### src/rtl/parking_sensor_filter.sv
// Two-channel beam-sensor conditioner placed in front of vehicle_counter.
// Each raw sensor is synchronized and then debounced by a small FSM. A level is
// accepted only after DEBOUNCE_CYCLES consecutive synced samples at that level.
// The block also produces 1-cycle rising-edge strobes and a saturating count of
// rejected pulses from both channels.
module parking_sensor_filter #(
    parameter int unsigned SYNC_STAGES     = 2,
    parameter int unsigned DEBOUNCE_CYCLES = 1_000_000
) (
    input  logic       clk,
    input  logic       rst_n,
    input  logic       s1_raw,
    input  logic       s2_raw,
    output logic       s1_clean,
    output logic       s2_clean,
    output logic       s1_rise,
    output logic       s2_rise,
    output logic [7:0] glitch_cnt
);
    // Derived from DEBOUNCE_CYCLES and not meant to be overridden.
    localparam int unsigned      CNT_W   = $clog2(DEBOUNCE_CYCLES);
    localparam logic [CNT_W-1:0] CntLast = CNT_W'(DEBOUNCE_CYCLES - 1);
    localparam logic [CNT_W-1:0] CntOne  = CNT_W'(1);

    typedef enum logic [1:0] {
        StLo,
        StWaitHi,
        StHi,
        StWaitLo
    } state_e;

    logic [1:0] raw;
    logic [1:0] clean;
    logic [1:0] rise;
    logic [1:0] glitch;

    // Index 0 is the outer sensor S1 and index 1 is the inner sensor S2.
    assign raw = {s2_raw, s1_raw};

    for (genvar ch = 0; ch < 2; ch++) begin : g_chan
        logic [SYNC_STAGES-1:0] sync_q;
        logic                   sync_bit;
        state_e                 state_q;
        state_e                 state_d;
        logic [CNT_W-1:0]       cnt_q;
        logic [CNT_W-1:0]       cnt_d;
        logic                   rise_q;
        logic                   rise_d;
        logic                   glitch_ev;

        // Synchronizer chain; the raw pin is asynchronous to clk.
        always_ff @(posedge clk or negedge rst_n) begin
            if (!rst_n) begin
                sync_q <= '0;
            end else begin
                sync_q <= {sync_q[SYNC_STAGES-2:0], raw[ch]};
            end
        end

        assign sync_bit = sync_q[SYNC_STAGES-1];

        // Debounce state, stability counter and rise strobe registers.
        always_ff @(posedge clk or negedge rst_n) begin
            if (!rst_n) begin
                state_q <= StLo;
                cnt_q   <= '0;
                rise_q  <= 1'b0;
            end else begin
                state_q <= state_d;
                cnt_q   <= cnt_d;
                rise_q  <= rise_d;
            end
        end

        // Next-state logic. A pending change that sees the old level again is
        // dropped and reported as one glitch event.
        always_comb begin
            state_d   = state_q;
            cnt_d     = cnt_q;
            rise_d    = 1'b0;
            glitch_ev = 1'b0;
            case (state_q)
                StLo: begin
                    if (sync_bit) begin
                        state_d = StWaitHi;
                        cnt_d   = CntOne;
                    end
                end
                StWaitHi: begin
                    if (!sync_bit) begin
                        state_d   = StLo;
                        cnt_d     = '0;
                        glitch_ev = 1'b1;
                    end else if (cnt_q == CntLast) begin
                        state_d = StHi;
                        cnt_d   = '0;
                        rise_d  = 1'b1;
                    end else begin
                        cnt_d = cnt_q + CntOne;
                    end
                end
                StHi: begin
                    if (!sync_bit) begin
                        state_d = StWaitLo;
                        cnt_d   = CntOne;
                    end
                end
                StWaitLo: begin
                    if (sync_bit) begin
                        state_d   = StHi;
                        cnt_d     = '0;
                        glitch_ev = 1'b1;
                    end else if (cnt_q == CntLast) begin
                        state_d = StLo;
                        cnt_d   = '0;
                    end else begin
                        cnt_d = cnt_q + CntOne;
                    end
                end
                default: begin
                    state_d = StLo;
                    cnt_d   = '0;
                end
            endcase
        end

        // Clean level stays high while a pending fall is still being qualified.
        assign clean[ch]  = (state_q == StHi) || (state_q == StWaitLo);
        assign rise[ch]   = rise_q;
        assign glitch[ch] = glitch_ev;
    end

    logic [7:0] glitch_cnt_q;
    logic [7:0] glitch_cnt_d;
    logic [1:0] glitch_sum;
    logic [8:0] glitch_add;

    // Saturating add of 0, 1 or 2 glitch events per cycle.
    always_comb begin
        glitch_sum   = {1'b0, glitch[0]} + {1'b0, glitch[1]};
        glitch_add   = {1'b0, glitch_cnt_q} + {7'b0, glitch_sum};
        glitch_cnt_d = glitch_add[8] ? 8'hff : glitch_add[7:0];
    end

    // Glitch counter register.
    always_ff @(posedge clk or negedge rst_n) begin
        if (!rst_n) begin
            glitch_cnt_q <= '0;
        end else begin
            glitch_cnt_q <= glitch_cnt_d;
        end
    end

    assign s1_clean   = clean[0];
    assign s2_clean   = clean[1];
    assign s1_rise    = rise[0];
    assign s2_rise    = rise[1];
    assign glitch_cnt = glitch_cnt_q;

endmodule

### config.mk
export PLATFORM = sky130hd
export DESIGN_NAME = parking_sensor_filter
export DESIGN_NICKNAME = d
export VERILOG_FILES = /design/src/rtl/parking_sensor_filter.sv
export SDC_FILE = /design/constraint.sdc
export NUM_CORES = 1
export LEC_CHECK = 0
export BUFFER_PORTS_ARGS = -buffer_cell sky130_fd_sc_hd__buf_4
export CORE_UTILIZATION = 35
export CTS_BUF_LIST = sky130_fd_sc_hd__clkbuf_8
export DETAILED_ROUTE_END_ITERATION = 8
export PLACE_DENSITY = 0.51
export SLEW_MARGIN = 20
export SYNTH_ARGS = -nofsm -noshare
export SYNTH_HDL_FRONTEND = slang
export SYNTH_SLANG_ARGS = --single-unit
export TNS_END_PERCENT = 10
### constraint.sdc
create_clock -name clk -period 2.59 [get_ports clk]
set_clock_uncertainty 0.2 [all_clocks]
set_input_delay 0.259 -clock clk [delete_from_list [all_inputs] [get_ports clk]]
set_output_delay 0.259 -clock clk [all_outputs]
set_load 0.005 [all_outputs]
==> impl_metrics.ini, run 1 <==
[power_and_ir_drop]
leakagePower_nw = 1.601
peakVddDrop_mv = 0.3774
swShare_pct = 26.30
clkPwrFrac_pct = 37.3
comb_power_share_pct = 14.6
p_per_area_nw_per_um2 = 653.7
netSwitchingPower_uw = 602.0
p_int_mw = 1.687
sequentialPowerShare_pct = 48.1

[synth]
synth_seq_cells = 58
synthCells = 304
ys_types = 50
syn_nets = 312
syn_area_um2 = 3018
synth_seq_area_share_pct = 48.09
yosys_warnings = 0
synth_area_leaders = dfrtp_1 48%, a31oi_1 4.6%, nand2_1 4.2%
async_flop_share_pct = 100.0
synth.top_cell.area_share_pct = 48.09
synth_edf_count = 0
avgSynthCellArea_um2 = 9.927
synth_top_area_cell = dfrtp_1
yosys_most_used_dff = dfrtp_1

[routing]
vias = 2329
wirelength_um = 6122
vias_per_cell = 5.330
wl_per_cell_um = 14.01
antenna_left = 0
initialDrtViolationCount = 116
firstDrtPassIters = 4
drcViolationCount = 0

[finish]
postLayoutCoreUtil_pct = 42.20
final_area_um2 = 3502
multi_input_area_um2 = 1474
nNetsFinal = 336
syn2layout_area_growth_pct = 16.04
n_antenna_cell = 0
drive_gt1_share_pct = 14.46
fillCellCount = 796
register_area_um2 = 1451

[timing]
fin_crit_sh_pct = 90.55
min_period_ps = 2345
slew_headroom_pct = 51.12
final_max_slew_viol_count = 0
grt_setup_unrepaired = no
setup_violations = 0
hold_violations = 0
setup_tns_ps = 0
tightest_slew_ps = 730.6
fmax_ghz = 0.4264

[cts]
clock-sinks = 58
cts_tree = done
clk_latency_ps = 330
clk_pin_slew_ps = 60
htree_levels = 3
cts_buffers = 9
cts-root-buf = clkbuf_8
cts_setup_buffers = 0
clockBufferDepth = 2

[floorplanning]
io_pins = 16
die_area_um2 = 8997
core-area_um2 = 8299
rows = 33
die_h_um = 94.86
initial_core_util_pct = 36.36
die_w_um = 94.86

[place]
portBuffers = 15
placed_cell_area_um2 = 3261
gp_congestion = 0.7538
dpl.hpwl_um = 4090

[grt]
track_usage_pct = 15.02
grt_antenna_before_repair = 0
grt_max_degree = 59
grt_pass1_vias = 2145
grt.overflow.total = 0
grt_pass1_wl_um = 10310

[critical_path]
critical-path-slowest-cell = fa_1
max_stage_delay_ps = 420
critPathMaxFanout = 6
reg2reg_slack_ps = 240
path_class = flop to flop
worst_setup_path_start_kind = flop
cp_data_required_time_ps = 2590
cp-end-kind = flop
critPathArrivalTime_ps = 2340
path_cells = xor2_1, nor2_1, fa_1, ha_1, and2_1, nand3_1, nand2_1

[worst_hold_path]
hold_class = flop to flop

[flow_run]
drv_cap = 0

[outcome]
status = complete, no violations
[per-stage QoR]
step	setup WS (ps)	hold WS [ps]	cells	power, mW
after floorplan	499.2	-236.6	304	1.290
after global placement	201.6	131.7	419	1.450
after detailed placement	160.5	135.6	419	1.453
after CTS	127.8	150.3	437	2.328
after global routing	113.7	160.7	437	2.422
final	244.8	147.4	437	2.289
[power by group through the flow]
stage | Sequential [mW] | Clock, mW | Combinational (mW)
detailed placement | 1.12 | 0 | 0.335
CTS | 1.10 | 0.887 | 0.340
global route | 1.12 | 0.924 | 0.381
finish | 1.10 | 0.853 | 0.335
global placement | 1.12 | 0 | 0.333
floorplan | 1.11 | 0 | 0.185
[path summary, 6_finish.rpt]
path / to / start / cells after the start
max: glitch_cnt[3]$_DFF_PN0_ / flop / 7
min: g_chan[0].sync_q[1]$_DFF_PN0_ / g_chan[0].sync_q[0]$_DFF_PN0_ / 0
max reg2reg: glitch_cnt[3]$_DFF_PN0_ / flop / 7
min reg2reg: g_chan[0].sync_q[1]$_DFF_PN0_ / g_chan[0].sync_q[0]$_DFF_PN0_ / 0
max in group asynchronous: g_chan[1].cnt_q[5]$_DFFE_PN0P_ / rst_n / 2
min in group asynchronous: g_chan[0].cnt_q[4]$_DFFE_PN0P_ / rst_n / 2
[synth_stat cells, drive strengths merged, types with 2 or more instances]
master   n
mux2     2
nand2   34
nand4    7
nor2    18
o211a    2
a22o     9
nor3b    2
a41oi    4
clkbuf   3
and4b    2
mux2i    4
nor3     3
nor4     6
ha       3
or2b     3
o41ai    3
o221ai   2
a21o     8
and2     7
nand2b   7
a21oi   18
and3     8
nand3   22
o21ai    8
nand3b   2
buf     11
xor2     6
inv      5
dfrtp   58
a31oi   22
xnor2    5
[flip-flops by register name (all words and copies together) (netlist names), named ones only]
name	cells
s1_rise	1
g_chan.cnt_q	40
glitch_cnt	8
s2_rise	1
g_chan.state_q	2
g_chan.sync_q	4
[layout make-up]
type / instances / share of cell area [%]
clock inverter: 3 / 1.108
timing repair buffer: 27 / 6.359
tap: 105 / 3.751
inverter: 5 / 0.5359
multi-input combinational: 227 / 42.09
clock buffer: 12 / 4.716
sequential: 58 / 41.44
[cells by family (layout without fill, tap and decap cells)]
logic type | after synthesis | in the layout | synth area share [%]
flops | 58 | 58 | 48.09
buf+inv | 19 | 47 | 3.317
mux | 6 | 6 | 2.073
compound gates | 80 | 80 | 18.16
fa+ha+maj | 4 | 4 | 1.907
simple gates | 126 | 126 | 23.26
xor+xnor | 11 | 11 | 3.192
[repair_timing]
| action | 4_1_cts | 5_1_grt |
|---|---|---|
| gates resized for setup | 0 | 1 |
| hold buffers | 3 | 0 |
| setup endpoints to repair | 0 | 3 |
| hold endpoints to repair | 60 | 0 |
[layer usage]
| layer | GRT usage [%] | wire length, um |
|---|---|---|
| met1 | 20.43 | 3015 |
| met2 | 22.90 | 2818 |
| met3 | 4.992 | 215 |
| met4 | 3.788 | 72 |
| met5 | 0 | 0 |
[cell usage in the layout (no fill, tap or decap), types with 3 or more instances in the layout]
cell type and n:
and3_1 8, a41oi_1 4, and2_1 7, xnor2_1 5
inv_1 6, a21oi_1 16, buf_4 23, o41ai_1 3
nand2b_1 7, nand3_1 22, or2b_1 3, dlygate4sd3_1 3
o21ai_0 8, xor2_1 6, a31oi_1 22, nand4_1 6
a22o_1 9, nand2_1 34, nor2_1 17, dfrtp_1 58
clkbuf_8 12, a21o_1 8, nor3_1 3, ha_1 3
mux2i_1 4, nor4_1 3
[critical path, delay by kind of cell (launching register included)]
kind / cells / cell delay, ps
and+or+nand+nor: 4 / 590
adders and majority gates: 2 / 680
DFF: 1 / 410
xor gates and xnor gates: 1 / 350
(Power assumes the default switching activity.)
==> inputs of run 2 (changes only) <==
Settings changed: CORE_MARGIN set to 3.
==> run 2 against run 1 <==
Against the previous run:
- global-route usage down 0.74 points
- clock power up 35%
- power up 13%
- core utilization up 0.44 points
- largest cell class unchanged
- largest power group is now clock
==> impl_metrics.ini, run 2 (synthesis gave the netlist of run 1 again) <==
[power_and_ir_drop]
comb_power_share_pct = 12.7
p_int_mw = 1.934
swShare_pct = 25.29
leakagePower_nw = 1.613
clkPwrFrac_pct = 44.5
p_per_area_nw_per_um2 = 731.6
sequentialPowerShare_pct = 42.7
netSwitchingPower_uw = 654.8
peakVddDrop_mv = 0.3802

[cts]
cts_buffers = 9
holdBufCountCts = 3
cts_tree = done
clk_pin_slew_ps = 70
cts-root-buf = clkbuf_8
clock-sinks = 58
cts_setup_buffers = 0
clk_latency_ps = 340
htree_levels = 3
cts.repair.resized = 0
clockBufferDepth = 2

[finish]
final_common_cell = dfrtp_1
fillCellCount = 814
final_cell_mix = 58 x dfrtp_1, 34 x nand2_1, 22 x a31oi_1, 22 x nand3_1, 22 x buf_4
largest-register = g_chan.cnt_q
n_antenna_cell = 0
largest_reg_flops = 40
drive_gt1_share_pct = 14.50
syn2layout_area_growth_pct = 17.25
nNetsFinal = 334
multi_input_area_um2 = 1466
register_area_um2 = 1451

[timing]
worst_slack_ps = 293.9
setup_violations = 0
hold_violations = 0
final_max_slew_viol_count = 0
tightest_slew_ps = 756.5
setup_tns_ps = 0
fmax_ghz = 0.4355
grt_setup_unrepaired = no
fin_crit_sh_pct = 88.65
min_period_ps = 2296
slew_headroom_pct = 49.57

[grt]
track_usage_pct = 14.28
grt_pass1_wl_um = 11130
grt_antenna_before_repair = 0
grt_pass1_vias = 2280
grt.overflow.total = 0
grt_max_degree = 59

[worst_hold_path]
hold_class = flop to flop
hold_depth = 0
worstHoldStart = g_chan[0].sync_q[0]$_DFF_PN0_
min_to = g_chan[0].sync_q[1]$_DFF_PN0_

[flow_run]
drv_cap = 0

[routing]
wl_per_cell_um = 14.60
initialDrtViolationCount = 90
vias_per_cell = 5.321
wirelength_um = 6367
drcViolationCount = 0
firstDrtPassIters = 4
antenna_left = 0
vias = 2320

[place]
dpl.hpwl_um = 4196
dp_slack_ps = 307.8
portBuffers = 15
gp_congestion = 0.7606

[floorplanning]
io_pins = 16
initial_core_util_pct = 36.36
die_area_um2 = 9772
die_w_um = 98.86
core-area_um2 = 8299
die_h_um = 98.86
rows = 33

[critical_path]
reg2reg_slack_ps = 290
worst_setup_path_start_kind = flop
critPathArrivalTime_ps = 2310
cp_data_required_time_ps = 2610
path_class = flop to flop
rr_endpoint = glitch_cnt[2]$_DFF_PN0_
reg2reg_depth = 7
cp-end-kind = flop
critPathMaxFanout = 6

[outcome]
status = complete, no violations
[run 2: cell types whose count changed in the layout (fill, tap and decap cells not counted)]
| cell | previous run | this run |
|---|---|---|
| buf_4 | 23 | 22 |
| a21oi_2 | 1 | 2 |
| bufinv_16 | 1 | 4 |
| clkinv_4 | 0 | 2 |
| clkinv_2 | 1 | 0 |
| inv_1 | 6 | 5 |
| clkbuf_8 | 12 | 10 |
| buf_12 | 1 | 0 |
| a21oi_4 | 1 | 0 |
[run 2: worst max-delay path, stage by stage, from the launching register on]
cell	delay, ps
dfrtp_1	410
xor2_1	340
nor2_1	110
fa_1	420
ha_1	250
and2_1	180
nand3_1	180
nand2_1	80
[run 2: layout make-up]
| type | instances | area share (%) |
|---|---|---|
| clock buffer | 10 | 3.890 |
| sequential | 58 | 41.02 |
| tap | 105 | 3.713 |
| clock inverter | 6 | 3.890 |
| timing repair buffer | 25 | 5.516 |
| multi-input combinational | 227 | 41.44 |
| inverter | 5 | 0.5304 |
[run 2: worst max path at each step]
stage,end,depth (start not counted),slack [ps]
floorplan,glitch_cnt[0]$_DFF_PN0_,7,500
global placement,glitch_cnt[3]$_DFF_PN0_,7,330
detailed placement,glitch_cnt[3]$_DFF_PN0_,7,310
CTS,glitch_cnt[2]$_DFF_PN0_,7,290
global route,glitch_cnt[2]$_DFF_PN0_,7,100
finish,glitch_cnt[2]$_DFF_PN0_,7,290
[run 2: routing by layer]
metal | share of wire (%) | routed length, um | global-route usage [%]
met4 | 1.6 | 102 | 5.042
met5 | 0 | 0 | 0
met2 | 45 | 2846 | 21.38
met3 | 2.5 | 159 | 4.883
met1 | 51 | 3259 | 19.25
[run 2: power by group through the flow]
stage | clock (mW) | sequential (mW) | combinational (mW)
2_1_floorplan | 0 | 1.11 | 0.185
3_3_place_gp | 0 | 1.13 | 0.331
3_5_place_dp | 0 | 1.13 | 0.330
6_report | 1.15 | 1.11 | 0.330
5_1_grt | 1.24 | 1.13 | 0.379
4_1_cts | 1.19 | 1.11 | 0.336
[run 2: stage by stage]
stage	hold slack [ps]	instance area, um2	total power [mW]	instances	utilization (%)
after detailed placement	136.2	3233	1.455	417	38.96
final	150.9	3538	2.589	436	42.64
after floorplan	-236.6	3018	1.290	304	-
after CTS	153.2	3538	2.638	436	42.64
after global placement	135.1	3233	1.456	417	38.96
after global routing	158.3	3538	2.747	436	42.64
==> inputs of run 3 (changes only) <==
Settings changed: CELL_PAD_IN_SITES_DETAIL_PLACEMENT set to 0, CELL_PAD_IN_SITES_GLOBAL_PLACEMENT set to 1, PLACE_DENSITY 0.51 to 0.61.
==> run 3 against run 2 <==
Against the previous run:
- register-to-register slack better by 40 ps
- non-clock buffer count up 3
- via count up 1.9%
- setup slack better by 45 ps
- critical path type unchanged
==> impl_metrics.ini, run 3 (synthesis gave the netlist of run 1 again) <==
[cts]
cts_buffers = 9
htree_levels = 3
cts.repair.resized = 0
clk_latency_ps = 340
clock-sinks = 58
cts-root-buf = clkbuf_8
cts_tree = done
clockBufferDepth = 2
clk_pin_slew_ps = 60

[routing]
drcViolationCount = 0
antenna_left = 0
vias_per_cell = 5.397
wl_per_cell_um = 14.65
wirelength_um = 6417
firstDrtPassIters = 4
vias = 2364
initialDrtViolationCount = 112

[outcome]
status = complete, no violations

[critical_path]
path_class = flop to flop
worst_setup_path_start_kind = flop
cp_data_required_time_ps = 2610
critPathArrivalTime_ps = 2270
cp-end-kind = flop
critPathMaxFanout = 24

[power_and_ir_drop]
clkPwrFrac_pct = 37.3
power_mw = 2.292
p_int_mw = 1.683
p_per_area_nw_per_um2 = 656.9
sequentialPowerShare_pct = 48.4
peakVddDrop_mv = 0.5173
comb_power_share_pct = 14.3
leakagePower_nw = 1.601
netSwitchingPower_uw = 609.5
swShare_pct = 26.59

[grt]
track_usage_pct = 14.47
grt_pass1_wl_um = 11470
grt_pass1_vias = 2373
grt_max_degree = 59
grt_antenna_before_repair = 0
grt.overflow.total = 0

[finish]
largest-register = g_chan.cnt_q
nNetsFinal = 337
final_common_cell = dfrtp_1
n_antenna_cell = 0
drive_gt1_share_pct = 14.71
final_cell_mix = 58 x dfrtp_1, 34 x nand2_1, 25 x buf_4
largest_reg_flops = 40
syn2layout_area_growth_pct = 15.63

[floorplanning]
die_area_um2 = 9772
core-area_um2 = 8299
die_h_um = 98.86
io_pins = 16
initial_core_util_pct = 36.36
rows = 33
die_w_um = 98.86

[place]
gp_congestion = 0.7405
portBuffers = 15
dpl.hpwl_um = 4314

[timing]
min_period_ps = 2251
final_max_slew_viol_count = 0
hold_violations = 0
setup_violations = 0
fin_crit_sh_pct = 86.92
tightest_slew_ps = 749.2
grt_setup_unrepaired = no
fmax_ghz = 0.4442
setup_tns_ps = 0
slew_headroom_pct = 50.05

[worst_hold_path]
hold_class = flop to flop

[flow_run]
drv_cap = 0
## run 3: changes by cell type in the layout (fill, tap and decap cells not counted), sizes merged
cell	before	now
bufinv	4	1
inv	5	6
clkbuf	10	12
buf	22	25
clkinv	2	1
## run 3: per-layer routing
metal  part of all wire (%)  track usage (%)  routed length, um
met5                      0                0                  0
met1                     50            19.82               3203
met4                    1.4            5.672                 89
met3                    3.3            3.892                214
met2                     45            21.80               2909
## run 3: power groups by stage
stage	clock, mW	combinational, mW	sequential, mW
after floorplan	0	0.185	1.11
after global placement	0	0.323	1.13
after detailed placement	0	0.331	1.12
after CTS	0.889	0.334	1.11
after global routing	0.925	0.374	1.13
final	0.855	0.327	1.11
## run 3: final cells by class
class                      count  area (um2)
tap                          105       131.4
clock buffer                  12       165.2
clock inverter                 3       38.79
timing repair buffer          28       217.7
sequential                    58        1451
fill                         819        4810
multi-input combinational    227        1466
inverter                       5       18.77
## run 3: path summary, 6_finish.rpt
check / from / to / slack, ps / depth (start not counted)
worst max-delay path: g_chan[1].cnt_q[0]$_DFFE_PN0P_ / g_chan[1].cnt_q[19]$_DFFE_PN0P_ / 340 / 7
worst min-delay path: g_chan[1].sync_q[0]$_DFF_PN0_ / g_chan[1].sync_q[1]$_DFF_PN0_ / 150 / 0
worst max register to register: g_chan[1].cnt_q[0]$_DFFE_PN0P_ / g_chan[1].cnt_q[19]$_DFFE_PN0P_ / 340 / 7
worst min register to register: g_chan[1].sync_q[0]$_DFF_PN0_ / g_chan[1].sync_q[1]$_DFF_PN0_ / 150 / 0
max in group asynchronous: rst_n / g_chan[0].cnt_q[9]$_DFFE_PN0P_ / 1340 / 2
min in group asynchronous: rst_n / g_chan[0].cnt_q[13]$_DFFE_PN0P_ / 320 / 2
## run 3: repair_timing
item,in CTS,in global routing
hold endpoints to repair,60,0
buffers inserted,0,0
endpoints found under the setup margin,0,0
hold buffers,3,0
## run 3: metrics by stage
step / cell area, um2 / utilization (%) / instances / hold WS [ps] / setup WS (ps)
final: 3490 / 42.05 / 438 / 145.8 / 338.7
after global routing: 3490 / 42.05 / 438 / 161.1 / 191.4
after CTS: 3490 / 42.05 / 438 / 149.5 / 332.5
after detailed placement: 3256 / 39.23 / 420 / 141.8 / 345.9
after global placement: 3256 / 39.23 / 420 / 134.1 / 411.4
after floorplan: 3018 / - / 304 / -236.6 / 499.2
## run 3: critical path, stage by stage (launching register included)
cell     delay (ps)
dfrtp_1         400
ha_1            230
nand2_1         140
nor4_2          390
a21oi_2         100
buf_4           230
and3_1          190
a221o_1         250
